## config.mk

```make
export PLATFORM = sky130hd
export DESIGN_NAME = store_fwd_buffer
export DESIGN_NICKNAME = d
export VERILOG_FILES = /design/src/rtl/store_fwd_buffer.sv
export SDC_FILE = /design/constraint.sdc
export NUM_CORES = 1
export LEC_CHECK = 0
export BUFFER_PORTS_ARGS = -buffer_cell sky130_fd_sc_hd__buf_2
export CORE_MARGIN = 3
export CORE_UTILIZATION = 55
export DETAILED_ROUTE_END_ITERATION = 7
export PLACE_DENSITY = 0.83
export SLEW_MARGIN = 25
export SYNTH_ARGS = -nofsm -noshare
export SYNTH_HDL_FRONTEND = slang
export SYNTH_SLANG_ARGS = --single-unit
```

## constraint.sdc

```tcl
create_clock -name clk -period 7.3 [get_ports clk]
set_clock_uncertainty 0.1 [all_clocks]
set_input_delay 1.095 -clock clk [delete_from_list [all_inputs] [get_ports clk]]
set_output_delay 1.095 -clock clk [all_outputs]
set_load 0.01 [all_outputs]
```

## src/rtl/store_fwd_buffer.sv

```systemverilog
// Purpose: in-order store buffer between MEM and the data SRAM, with per-byte store-to-load forwarding.
// Latency: a pushed store is offered on mem_req the next cycle; forwarding is combinational from buffered state.
// Backpressure: st_ready drops when all DEPTH entries are held; the head waits on mem_req until mem_ack.
module store_fwd_buffer #(
  parameter int DEPTH  = 4,
  parameter int ADDR_W = 32,
  parameter int DATA_W = 32
) (
  input  logic                clk,
  input  logic                rst,
  input  logic                st_valid,
  input  logic [ADDR_W-1:0]   st_addr,
  input  logic [DATA_W-1:0]   st_wdata,
  input  logic [DATA_W/8-1:0] st_wstrb,
  output logic                st_ready,
  input  logic [ADDR_W-1:0]   ld_addr,
  output logic [DATA_W-1:0]   ld_fwd_data,
  output logic [DATA_W/8-1:0] ld_fwd_mask,
  output logic                ld_fwd_full,
  output logic                mem_req,
  output logic [ADDR_W-1:0]   mem_addr,
  output logic [DATA_W-1:0]   mem_wdata,
  output logic [DATA_W/8-1:0] mem_wstrb,
  input  logic                mem_ack,
  output logic                empty
);

  localparam int NB = DATA_W / 8;
  localparam int PW = $clog2(DEPTH);
  localparam int CW = PW + 1;
  // Lane-offset bits of a byte address; cleared so that entries hold word addresses.
  localparam logic [ADDR_W-1:0] LANE_MASK = ADDR_W'(NB - 1);

  // Per-entry payload; the low lane-offset bits of addr_q are always zero.
  logic [ADDR_W-1:0] addr_q [DEPTH];
  logic [DATA_W-1:0] data_q [DEPTH];
  logic [NB-1:0]     strb_q [DEPTH];

  logic [DEPTH-1:0]  vld_q,   vld_d;
  logic [PW-1:0]     head_q,  head_d;
  logic [PW-1:0]     tail_q,  tail_d;
  logic [CW-1:0]     count_q, count_d;

  logic              push;
  logic              pop;
  logic [ADDR_W-1:0] ld_line;
  logic [PW-1:0]     fwd_idx;

  // Ready comes only from registered occupancy so mem_ack never reaches st_ready.
  assign st_ready = (count_q != CW'(DEPTH));
  assign empty    = (count_q == '0);
  assign mem_req  = !empty;
  assign push     = st_valid && st_ready;
  assign pop      = mem_req && mem_ack;

  assign mem_addr  = addr_q[head_q];
  assign mem_wdata = data_q[head_q];
  assign mem_wstrb = strb_q[head_q];

  assign ld_line = ld_addr & ~LANE_MASK;

  // Next-state for valid bits, pointers and occupancy; push and pop may coincide.
  always_comb begin
    vld_d   = vld_q;
    head_d  = head_q;
    tail_d  = tail_q;
    count_d = count_q;
    if (push) begin
      vld_d[tail_q] = 1'b1;
      tail_d        = tail_q + PW'(1);
    end
    if (pop) begin
      vld_d[head_q] = 1'b0;
      head_d        = head_q + PW'(1);
    end
    case ({push, pop})
      2'b10:   count_d = count_q + CW'(1);
      2'b01:   count_d = count_q - CW'(1);
      default: count_d = count_q;
    endcase
  end

  // Control state register; reset drops every queued store, including the one on mem_req.
  always_ff @(posedge clk) begin
    if (rst) begin
      vld_q   <= '0;
      head_q  <= '0;
      tail_q  <= '0;
      count_q <= '0;
    end else begin
      vld_q   <= vld_d;
      head_q  <= head_d;
      tail_q  <= tail_d;
      count_q <= count_d;
    end
  end

  // Payload write at the tail; contents are only observed through valid entries.
  always_ff @(posedge clk) begin
    if (push) begin
      addr_q[tail_q] <= st_addr & ~LANE_MASK;
      data_q[tail_q] <= st_wdata;
      strb_q[tail_q] <= st_wstrb;
    end
  end

  // Forwarding: walk oldest to youngest so the youngest matching store wins each lane.
  always_comb begin
    ld_fwd_data = '0;
    ld_fwd_mask = '0;
    fwd_idx     = '0;
    for (int i = 0; i < DEPTH; i++) begin
      fwd_idx = head_q + PW'(i);
      if (vld_q[fwd_idx] && (addr_q[fwd_idx] == ld_line)) begin
        ld_fwd_mask = ld_fwd_mask | strb_q[fwd_idx];
        for (int b = 0; b < NB; b++) begin
          if (strb_q[fwd_idx][b]) begin
            ld_fwd_data[8*b +: 8] = data_q[fwd_idx][8*b +: 8];
          end
        end
      end
    end
    ld_fwd_full = &ld_fwd_mask;
  end

endmodule
```

==> flow_summary.json, run 1 <==
{
  "setup_viol": 0,
  "cts_sinks": 277,
  "fin_setup_tns_ps": 0,
  "synth_area_leaders": "edfxtp_1 (44%), mux4_2 (18%), mux2i_1 (7.7%), xnor2_1 (4.0%), mux2_2 (2.7%)",
  "netSwitchingPower_mw": 2.568,
  "synth.distinct_cells": 73,
  "reg2reg_slack_ps": 4520,
  "r2r_cells": 5,
  "die_w_um": 187.0,
  "place_hpwl_um": 32690,
  "grtUsageTotal": 0.2774,
  "max_freq_mhz": 144.1,
  "syn_avg_cell_area_um2": 13.75,
  "arrival_ps": 5740,
  "power_density_mw_per_mm2": 340.9,
  "seq_area_frac_synth": 0.4546,
  "hold_path.class": "reg -> reg",
  "ir_drop_mv": 0.2862,
  "leakage_nw": 6.663,
  "fin_crit_sh": 0.9504,
  "drt_iter0_drc": 1641,
  "clk_latency_ps": 580,
  "syn_area_mm2": 0.01801,
  "n_fill_cell": 2389,
  "hold_start": "count_q[1]$_SDFFE_PP0P_",
  "first_pass_iters": 6,
  "ff_latch_area_mm2": 0.008200,
  "netlist_instances": 1310,
  "ctsResizeCount": 0,
  "finalNonFillerCells": 1924,
  "cts_htree_levels": 1,
  "seqPwrFrac": 0.308,
  "wl_per_cell_um": 25.83,
  "synth_edf_count": 264,
  "slew_violations": 0,
  "ctsHoldBuffers": 0,
  "multi_input_area_mm2": 0.009229,
  "hold_depth": 2,
  "max_cap_viol_count": 0,
  "synth_top_cell_by_area": "edfxtp_1",
  "internal-power_mw": 4.339,
  "cp-end-kind": "output port",
  "ys_ff_latch": 277,
  "worstPathMaxFanout": 65,
  "cts-buffers-inserted": 30,
  "cts_setup_buffers": 0,
  "synth.top_cell.area_share": 0.4401,
  "status": "finished, final reports clean",
  "worst_slew_pin_slew_ps": 1093,
  "antenna_found_initial": 14,
  "cts_root_buf": "clkbuf_16",
  "critPathRequiredTime_ps": 6110,
  "reg2reg_from": "head_q[1]$_SDFFE_PP0P_",
  "synth-async-reset-ratio": 0,
  "place_congestion": 0.9629,
  "yosys_warnings": 0,
  "drive_above_1_share": 0.3245,
  "overflow": 0,
  "clockBufferDepth": 3,
  "final_nets": 1569,
  "cts_tree": "done",
  "rsz0062_at_grt": "no",
  "crit_type": "reg -> out",
  "comb_power_share": 0.467,
  "crit_path_start_kind": "register",
  "rows": 65,
  "grt_pass1_wl_um": 76270,
  "initial_utilization": 0.5650,
  "grt_pass1_vias": 13060,
  "switching_share": 0.3718,
  "relSlewSlack": 0.2646,
  "grt_max_degree": 123,
  "antenna_left": 0,
  "die-height_um": 187.0,
  "via_per_inst": 6.786,
  "drcViolationCount": 0,
  "area_growth_pct": 12.48,
  "ioPinCount": 212,
  "final-hold-violation-count": 0,
  "clkPwrFrac": 0.225,
  "die_area_mm2": 0.03496,
  "worstHoldEndpoint": "count_q[1]$_SDFFE_PP0P_",
  "path_clk_slew_ps": 60,
  "synthFlopType": "edfxtp_1",
  "core_area_mm2": 0.03188,
  "routed_wl_um": 49690,
  "fin_crit_ps": 6938,
  "io_buffers": 205,
  "dp_cells": 1858,
  "vias": 13060
}
## sequential cells by signal, indices dropped and copies added (netlist names), named ones only
| signal | flops |
|---|---|
| vld_q | 4 |
| data_q | 128 |
| strb_q | 16 |
| head_q | 2 |
| addr_q | 120 |
| count_q | 3 |
| tail_q | 2 |
## cell families after synthesis
logic type	count (synthesis)	synth area share
other	1	0.0002082
adder cells (fa/ha/maj)	10	0.007363
buffers and inverters	127	0.03584
XOR/XNOR	123	0.05981
multiplexers	331	0.2907
AND/OR/NAND/NOR	223	0.06703
AO/OA/AOI/OAI	218	0.08447
flip-flops	277	0.4546
## routing by layer
metal,share of wire,GRT usage,up-vias
li1,-,-,5597
met4,0.037,0.09392,10
met3,0.095,0.05360,143
met5,0.0013,0,-
met1,0.40,0.3763,6560
met2,0.47,0.4545,747
## how the worst max path moves through the flow
stage               cells after the start                    from         endpoint
finish                                 12  head_q[1]$_SDFFE_PP0P_  ld_fwd_data[11]
global route                           12  head_q[1]$_SDFFE_PP0P_  ld_fwd_data[11]
CTS                                    12  head_q[1]$_SDFFE_PP0P_  ld_fwd_data[11]
detailed placement                     12  head_q[1]$_SDFFE_PP0P_  ld_fwd_data[11]
global placement                       12  head_q[1]$_SDFFE_PP0P_      ld_fwd_full
floorplan                              16  head_q[0]$_SDFFE_PP0P_   ld_fwd_data[0]
## power groups by stage
| stage | sequential, mW | combinational (mW) | clock, mW |
|---|---|---|---|
| after floorplan | 2.04 | 2.52 | 0 |
| after global placement | 2.14 | 3.11 | 0 |
| after detailed placement | 2.16 | 3.17 | 0 |
| after CTS | 2.13 | 3.19 | 1.58 |
| after global routing | 2.15 | 3.43 | 1.64 |
| final | 2.13 | 3.22 | 1.56 |
## stage by stage
stage / total power [mW] / instance area (um2) / setup WS (ps) / hold slack, ps / util
5_1_grt: 7.221 / 20260 / 194.2 / 449.8 / 0.6354
4_1_cts: 6.896 / 20230 / 443.7 / 417.3 / 0.6347
3_5_place_dp: 5.329 / 19220 / 1088 / 405.9 / 0.6028
2_1_floorplan: 4.562 / 18020 / 1928 / 366.9 / -
3_3_place_gp: 5.252 / 19200 / 1175 / 384.8 / 0.6021
6_report: 6.907 / 20260 / 362.0 / 416.9 / 0.6355
## layout by cell type, fill, tap and decap left out, types with 8 or more instances in the layout
master / synthesis / final
mux2_2: 43 / 43
nor4_1: 11 / 11
buf_4: 4 / 12
o221a_1: 14 / 14
a21oi_1: 49 / 49
clkinv_1: 5 / 13
o311a_1: 9 / 9
o211ai_1: 12 / 12
clkbuf_16: 0 / 30
xnor2_1: 82 / 82
nor3_1: 11 / 11
mux4_2: 147 / 147
mux2i_1: 138 / 138
dfxtp_1: 13 / 9
nand2b_1: 13 / 13
edfxtp_1: 264 / 264
buf_2: 30 / 205
a211oi_1: 9 / 9
ha_1: 9 / 8
nand2_1: 22 / 22
diode_2: 0 / 10
nand3_1: 11 / 11
o21ai_0: 41 / 41
nor3b_1: 15 / 15
nand4_1: 10 / 10
inv_1: 11 / 11
nor2_1: 76 / 76
xor2_1: 41 / 41
o22ai_1: 19 / 19
and2_1: 9 / 9
## critical path, stage by stage (launching register included)
cell,delay (ps)
dfxtp_2,330
clkinv_1,340
ha_4,810
buf_4,750
mux4_2,430
xnor2_1,150
nor2_1,100
nand4_1,100
nor3_2,570
and3_1,690
or2_2,390
o311a_1,250
buf_2,140
## synthesized netlist by cell type, types with 6 or more instances
| master | instances |
|---|---|
| buf_1 | 17 |
| mux2_2 | 43 |
| or3b_1 | 7 |
| nor2_1 | 76 |
| o221a_1 | 14 |
| o2111ai_1 | 8 |
| o21a_1 | 7 |
| buf_6 | 14 |
| a211oi_1 | 9 |
| o21ai_1 | 7 |
| nand4_1 | 10 |
| o211ai_1 | 12 |
| inv_1 | 11 |
| or4_1 | 6 |
| a21oi_1 | 49 |
| xnor2_1 | 82 |
| a2111oi_0 | 7 |
| and2_1 | 9 |
| mux2i_1 | 138 |
| o21ai_0 | 41 |
| edfxtp_1 | 264 |
| o22ai_1 | 19 |
| nor4_1 | 11 |
| mux4_2 | 147 |
| o311a_1 | 9 |
| nor3b_1 | 15 |
| nand2b_1 | 13 |
| nand3_1 | 11 |
| nand2_1 | 22 |
| xor2_1 | 41 |
| nor3_1 | 11 |
| ha_1 | 9 |
| and3_1 | 7 |
| dfxtp_1 | 13 |
| buf_2 | 30 |
| clkbuf_1 | 44 |
## final cells by class
cell class                      instances  share of cell area
Clock inverter                         23             0.01260
Multi-Input combinational cell        907              0.4555
Antenna cell                           10            0.001235
Inverter                               17            0.003150
Clock buffer                           33             0.03761
Sequential cell                       277              0.4047
Timing Repair Buffer                  222             0.05830
Tap cell                              435             0.02686
No activity file was read; power rests on OpenSTA's default activity.
==> run 2, diff against run 1 <==
==> constraint.sdc (replaced) <==
create_clock -name clk -period 8.13 [get_ports clk]
set_clock_uncertainty 0.1 [all_clocks]
set_input_delay 1.2195 -clock clk [delete_from_list [all_inputs] [get_ports clk]]
set_output_delay 1.2195 -clock clk [all_outputs]
set_load 0.01 [all_outputs]
==> run 2 against run 1 <==
Against the previous run: die area stayed put; cell area is 0.33% lower; sequential share of layout area is 0.14 points higher; non-clock buffer count is 1 higher; worst hold slack better by 23 ps.
==> flow_summary.json, run 2 (same netlist as run 1, synthesis figures left out) <==
{
  "fin_crit_ps": 7293,
  "fin_setup_tns_ps": 0,
  "ioPinCount": 212,
  "area_growth_pct": 12.11,
  "ff_latch_area_mm2": 0.008200,
  "via_per_inst": 6.739,
  "arrival_ps": 5970,
  "overflow": 0,
  "critical_path.startpoint": "head_q[0]$_SDFFE_PP0P_",
  "cp_cell_sequence": "buf_4 > buf_4 > mux4_2 > xnor2_1 > nor4_1 > o2111ai_1 > or4_1 > nand2b_1 > nand4_1 > o2111a_1 > buf_2",
  "switching_share": 0.3743,
  "cts_root_buf": "clkbuf_16",
  "final_nets": 1571,
  "worstPathMaxFanout": 56,
  "clkPwrFrac": 0.216,
  "grt_max_degree": 125,
  "drcViolationCount": 0,
  "multi_input_area_mm2": 0.009236,
  "drive_above_1_share": 0.3219,
  "cts-buffers-inserted": 31,
  "slew_violations": 0,
  "die_w_um": 187.0,
  "place_hpwl_um": 33980,
  "seqPwrFrac": 0.310,
  "clk_latency_ps": 570,
  "hold_path.class": "reg -> reg",
  "antenna_left": 0,
  "leakage_nw": 6.659,
  "path_clk_slew_ps": 60,
  "cts_htree_levels": 1,
  "core_area_mm2": 0.03188,
  "reg2reg_from": "count_q[2]$_SDFFE_PP0P_",
  "netSwitchingPower_mw": 2.291,
  "crit_type": "reg -> out",
  "grt_pass1_wl_um": 76070,
  "largest_register_ffs": 128,
  "first_pass_iters": 6,
  "mostFrequentLayoutCell": "edfxtp_1",
  "io_buffers": 205,
  "largest_register": "data_q",
  "rows": 65,
  "ir_drop_mv": 0.2750,
  "cts_setup_buffers": 0,
  "vias": 12970,
  "die_area_mm2": 0.03496,
  "ctsHoldBuffers": 0,
  "crit_path_start_kind": "register",
  "place_congestion": 0.9896,
  "cp-end-kind": "output port",
  "postPlaceCellArea_mm2": 0.01921,
  "cts_tree": "done",
  "slowest_stage": "buf_4",
  "max_freq_mhz": 137.1,
  "rsz0062_at_grt": "no",
  "ctsResizeCount": 0,
  "comb_power_share": 0.474,
  "setup_viol": 0,
  "n_fill_cell": 2403,
  "worst_slew_pin_slew_ps": 1059,
  "slowest_delay_ps": 800,
  "layout_common_cells": "edfxtp_1 (264), buf_2 (205), mux4_2 (147)",
  "die-height_um": 187.0,
  "routed_wl_um": 49630,
  "internal-power_mw": 3.829,
  "grtUsageTotal": 0.2782,
  "final-hold-violation-count": 0,
  "initial_utilization": 0.5650,
  "drt_iter0_drc": 1478,
  "hold_start": "count_q[2]$_SDFFE_PP0P_",
  "wl_per_cell_um": 25.78,
  "cts_sinks": 277,
  "critPathRequiredTime_ps": 6810,
  "max_cap_viol_count": 0,
  "crit_path_frequent_cell": "buf_4",
  "clockBufferDepth": 3,
  "reg_top3": "data_q x128, addr_q x120, strb_q x16",
  "status": "finished, final reports clean",
  "fin_area_mm2": 0.02019,
  "grt_pass1_vias": 12780,
  "antenna_found_initial": 15,
  "power_density_mw_per_mm2": 303.1,
  "fin_crit_sh": 0.8971,
  "relSlewSlack": 0.2877
}
run 2: worst paths after layout:
| kind | to | slack, ps | depth (start not counted) |
|---|---|---|---|
| min reg2reg | count_q[2]$_SDFFE_PP0P_ | 440 | 2 |
| max reg2reg | count_q[2]$_SDFFE_PP0P_ | 5680 | 8 |
| max | ld_fwd_full | 840 | 11 |
| min | count_q[2]$_SDFFE_PP0P_ | 440 | 2 |
run 2: cell type report:
class,instances,share of cell area
antenna,8,0.0009914
clock buffer,45,0.04300
clock inverter,13,0.004275
inverter,17,0.003160
multi-input combinational,907,0.4574
sequential,277,0.4061
tap,435,0.02695
timing repair buffer,223,0.05812
run 2: metal layers:
| layer | up-vias | track usage | share of wire |
|---|---|---|---|
| met2 | 770 | 0.4472 | 0.47 |
| met5 | - | 0 | 0.0017 |
| met3 | 139 | 0.05210 | 0.091 |
| li1 | 5592 | - | - |
| met1 | 6458 | 0.3808 | 0.39 |
| met4 | 14 | 0.1056 | 0.038 |
run 2: worst max-delay path, delay by kind of cell, from the launching register on:
kind,cells,cell delay (ps)
AND/OR/NAND/NOR,4,2160
multiplexers,1,610
buffers and inverters,3,1530
XOR/XNOR,1,210
AO/OA/AOI/OAI,2,450
flip-flops,1,400
run 2: power by group through the flow:
stage                     sequential, mW  clock, mW  combinational (mW)
after global routing                1.92       1.39                3.09
final                               1.90       1.32                2.90
after floorplan                     1.83          0                2.27
after CTS                           1.90       1.33                2.88
after global placement              1.91          0                2.81
after detailed placement            1.92          0                2.86
run 2: stage by stage:
stage	hold WS, ps	util	power, mW	std cells	worst slack [ps]
2_1_floorplan	366.9	-	4.096	1311	2633
3_3_place_gp	377.6	0.6024	4.721	1859	1585
3_5_place_dp	415.1	0.6026	4.786	1859	1524
4_1_cts	429.1	0.6325	6.109	1917	861.5
5_1_grt	469.3	0.6334	6.402	1925	482.0
6_report	439.5	0.6334	6.120	1925	836.8
==> run 3, diff against run 2 <==
--- a/config.mk
+++ b/config.mk
@@ -5,11 +5,13 @@
 export SDC_FILE = /design/constraint.sdc
 export NUM_CORES = 1
 export LEC_CHECK = 0
-export BUFFER_PORTS_ARGS = -buffer_cell sky130_fd_sc_hd__buf_2
+export CORE_ASPECT_RATIO = 1.2
 export CORE_MARGIN = 3
 export CORE_UTILIZATION = 55
 export DETAILED_ROUTE_END_ITERATION = 7
-export PLACE_DENSITY = 0.83
+export DONT_BUFFER_PORTS = 1
+export PLACE_DENSITY = 0.77
+export RECOVER_POWER = 25
 export SLEW_MARGIN = 25
 export SYNTH_ARGS = -nofsm -noshare
 export SYNTH_HDL_FRONTEND = slang
==> run 3 against run 2 <==
Against the previous run: global-route usage is 0.71 points lower; sequential share of layout area rose by 2.3 points; setup slack gained 65 ps; cell area is 5.3% lower; core utilization shrank 3.2 points; non-clock buffer count shrank 203; total power decreased by 2.5%; register-to-register slack worse by 20 ps; clock power about the same; fmax increased by 0.90%; worst hold slack worse by 33 ps.
==> flow_summary.json, run 3 (same netlist as run 1, synthesis figures left out) <==
{
  "status": "finished, final reports clean",
  "grtUsageTotal": 0.2710,
  "arrival_ps": 5910,
  "ctsResizeCount": 0,
  "ir_drop_mv": 0.2305,
  "gr-max-usage-layer": "met2",
  "cp-end-kind": "output port",
  "relSlewSlack": 0.3271,
  "cts_tree": "done",
  "rows": 71,
  "max_cap_viol_count": 0,
  "cts_sinks": 277,
  "grt_pass1_vias": 11950,
  "slowest_stage": "ha_4",
  "antenna_left": 0,
  "first_pass_iters": 5,
  "cts_htree_levels": 1,
  "dp_cells": 1622,
  "path_clk_slew_ps": 60,
  "routed_wl_um": 48300,
  "rsz0062_at_grt": "no",
  "wl_per_cell_um": 28.82,
  "n_fill_cell": 2437,
  "final_util": 0.6015,
  "cts_root_buf": "clkbuf_16",
  "slowest_delay_ps": 1020,
  "drt_iter0_drc": 977,
  "postPlaceCellArea_mm2": 0.01815,
  "via_per_inst": 7.099,
  "fin_crit_ps": 7228,
  "core_area_mm2": 0.03180,
  "ioPinCount": 212,
  "cp_cell_sequence": "clkinv_1 > ha_4 > mux4_2 > xnor2_1 > nand4_1 > or4_1 > or4_1 > or2_0 > o221a_1 > o22ai_1",
  "mostFrequentLayoutCell": "edfxtp_1",
  "drive_above_1_share": 0.2170,
  "use_met3": 0.08029,
  "die_area_mm2": 0.03497,
  "die-height_um": 204.2,
  "cts_setup_buffers": 0,
  "io_buffers": 0,
  "die_w_um": 171.2,
  "setup_viol": 0,
  "max_freq_mhz": 138.4,
  "initial_utilization": 0.5664,
  "grt_pass1_wl_um": 71690,
  "layout_common_cells": "edfxtp_1 (264), mux4_2 (147), mux2i_1 (138)",
  "ctsHoldBuffers": 0,
  "clk_latency_ps": 540,
  "crit_family": "simple AND/OR/NAND/NOR gates",
  "crit_type": "reg -> out",
  "overflow": 0,
  "hold_path.class": "reg -> reg",
  "power_density_mw_per_mm2": 311.8,
  "leakage_nw": 5.801,
  "cts-buffers-inserted": 29,
  "vias": 11900,
  "largest_register_ffs": 128,
  "clockBufferDepth": 3,
  "p_total_mw": 5.966,
  "drcViolationCount": 0,
  "grt_max_degree": 129,
  "crit_path_start_kind": "register",
  "fin_crit_sh": 0.8890,
  "reg_top3": "data_q x128, addr_q x120, strb_q x16",
  "fin_setup_tns_ps": 0,
  "area_growth_pct": 6.210,
  "fin_ws_ps": 902.1,
  "crit_path_frequent_cell": "or4_1",
  "hold_slack_ps": 406.3,
  "antenna_found_initial": 1,
  "final-hold-violation-count": 0,
  "final_nets": 1366,
  "finalNonFillerCells": 1676,
  "worstPathMaxFanout": 68,
  "critPathRequiredTime_ps": 6810,
  "dp_slack_ps": 1511,
  "grt_util_met1": 0.3146,
  "grt_util_met2": 0.4778,
  "worst_slew_pin_slew_ps": 1009,
  "place_congestion": 0.9885,
  "slew_violations": 0,
  "crit_buf_inv": 1,
  "place_hpwl_um": 32500,
  "largest_register": "data_q",
  "fin_area_mm2": 0.01913
}
-- run 3: changes by cell type in the layout (fill, tap and decap cells not counted), moves of 3 or more --
cell	delta
diode_2	-5
clkbuf_1	-8
clkinvlp_4	+3
buf_2	-205
bufinv_16	+4
clkbuf_8	-4
-- run 3: layout make-up --
class                      count  area, um2  share of cell area
multi-input combinational    907       9230              0.4825
sequential                   277       8200              0.4286
clock buffer                  31      733.2             0.03833
tap                          401      501.7             0.02623
clock inverter                20      231.5             0.01210
timing repair buffer          20      162.7            0.008502
inverter                      17      63.81            0.003336
antenna                        3      7.507           0.0003924
-- run 3: worst paths after layout --
kind | from | to | slack (ps) | cells after the start
worst max-delay path | head_q[1]$_SDFFE_PP0P_ | ld_fwd_data[20] | 900 | 10
worst min register to register | count_q[2]$_SDFFE_PP0P_ | count_q[2]$_SDFFE_PP0P_ | 410 | 2
worst max register to register | count_q[0]$_SDFFE_PP0P_ | count_q[2]$_SDFFE_PP0P_ | 5660 | 10
worst min-delay path | count_q[2]$_SDFFE_PP0P_ | count_q[2]$_SDFFE_PP0P_ | 410 | 2
-- run 3: routing by layer --
layer	wire (um)	share of wire
met4	1723	0.036
met1	16750	0.35
met2	24750	0.51
met3	5054	0.10
met5	13	0.00027
-- run 3: worst reg2reg max path, cell delays in order (launching register included) --
cell     delay (ps)
dfxtp_1         320
inv_1           100
nand3_1         280
and2_1          320
inv_1            70
ha_1            170
inv_1            60
fa_1            370
xor2_1          160
or3_1           300
a21oi_1         150
-- run 3: power by group --
group	internal (mW)	switching [mW]
clock network	0.807	0.547
registers	1.74	0.148
logic	1.21	1.51
total	3.76	2.21
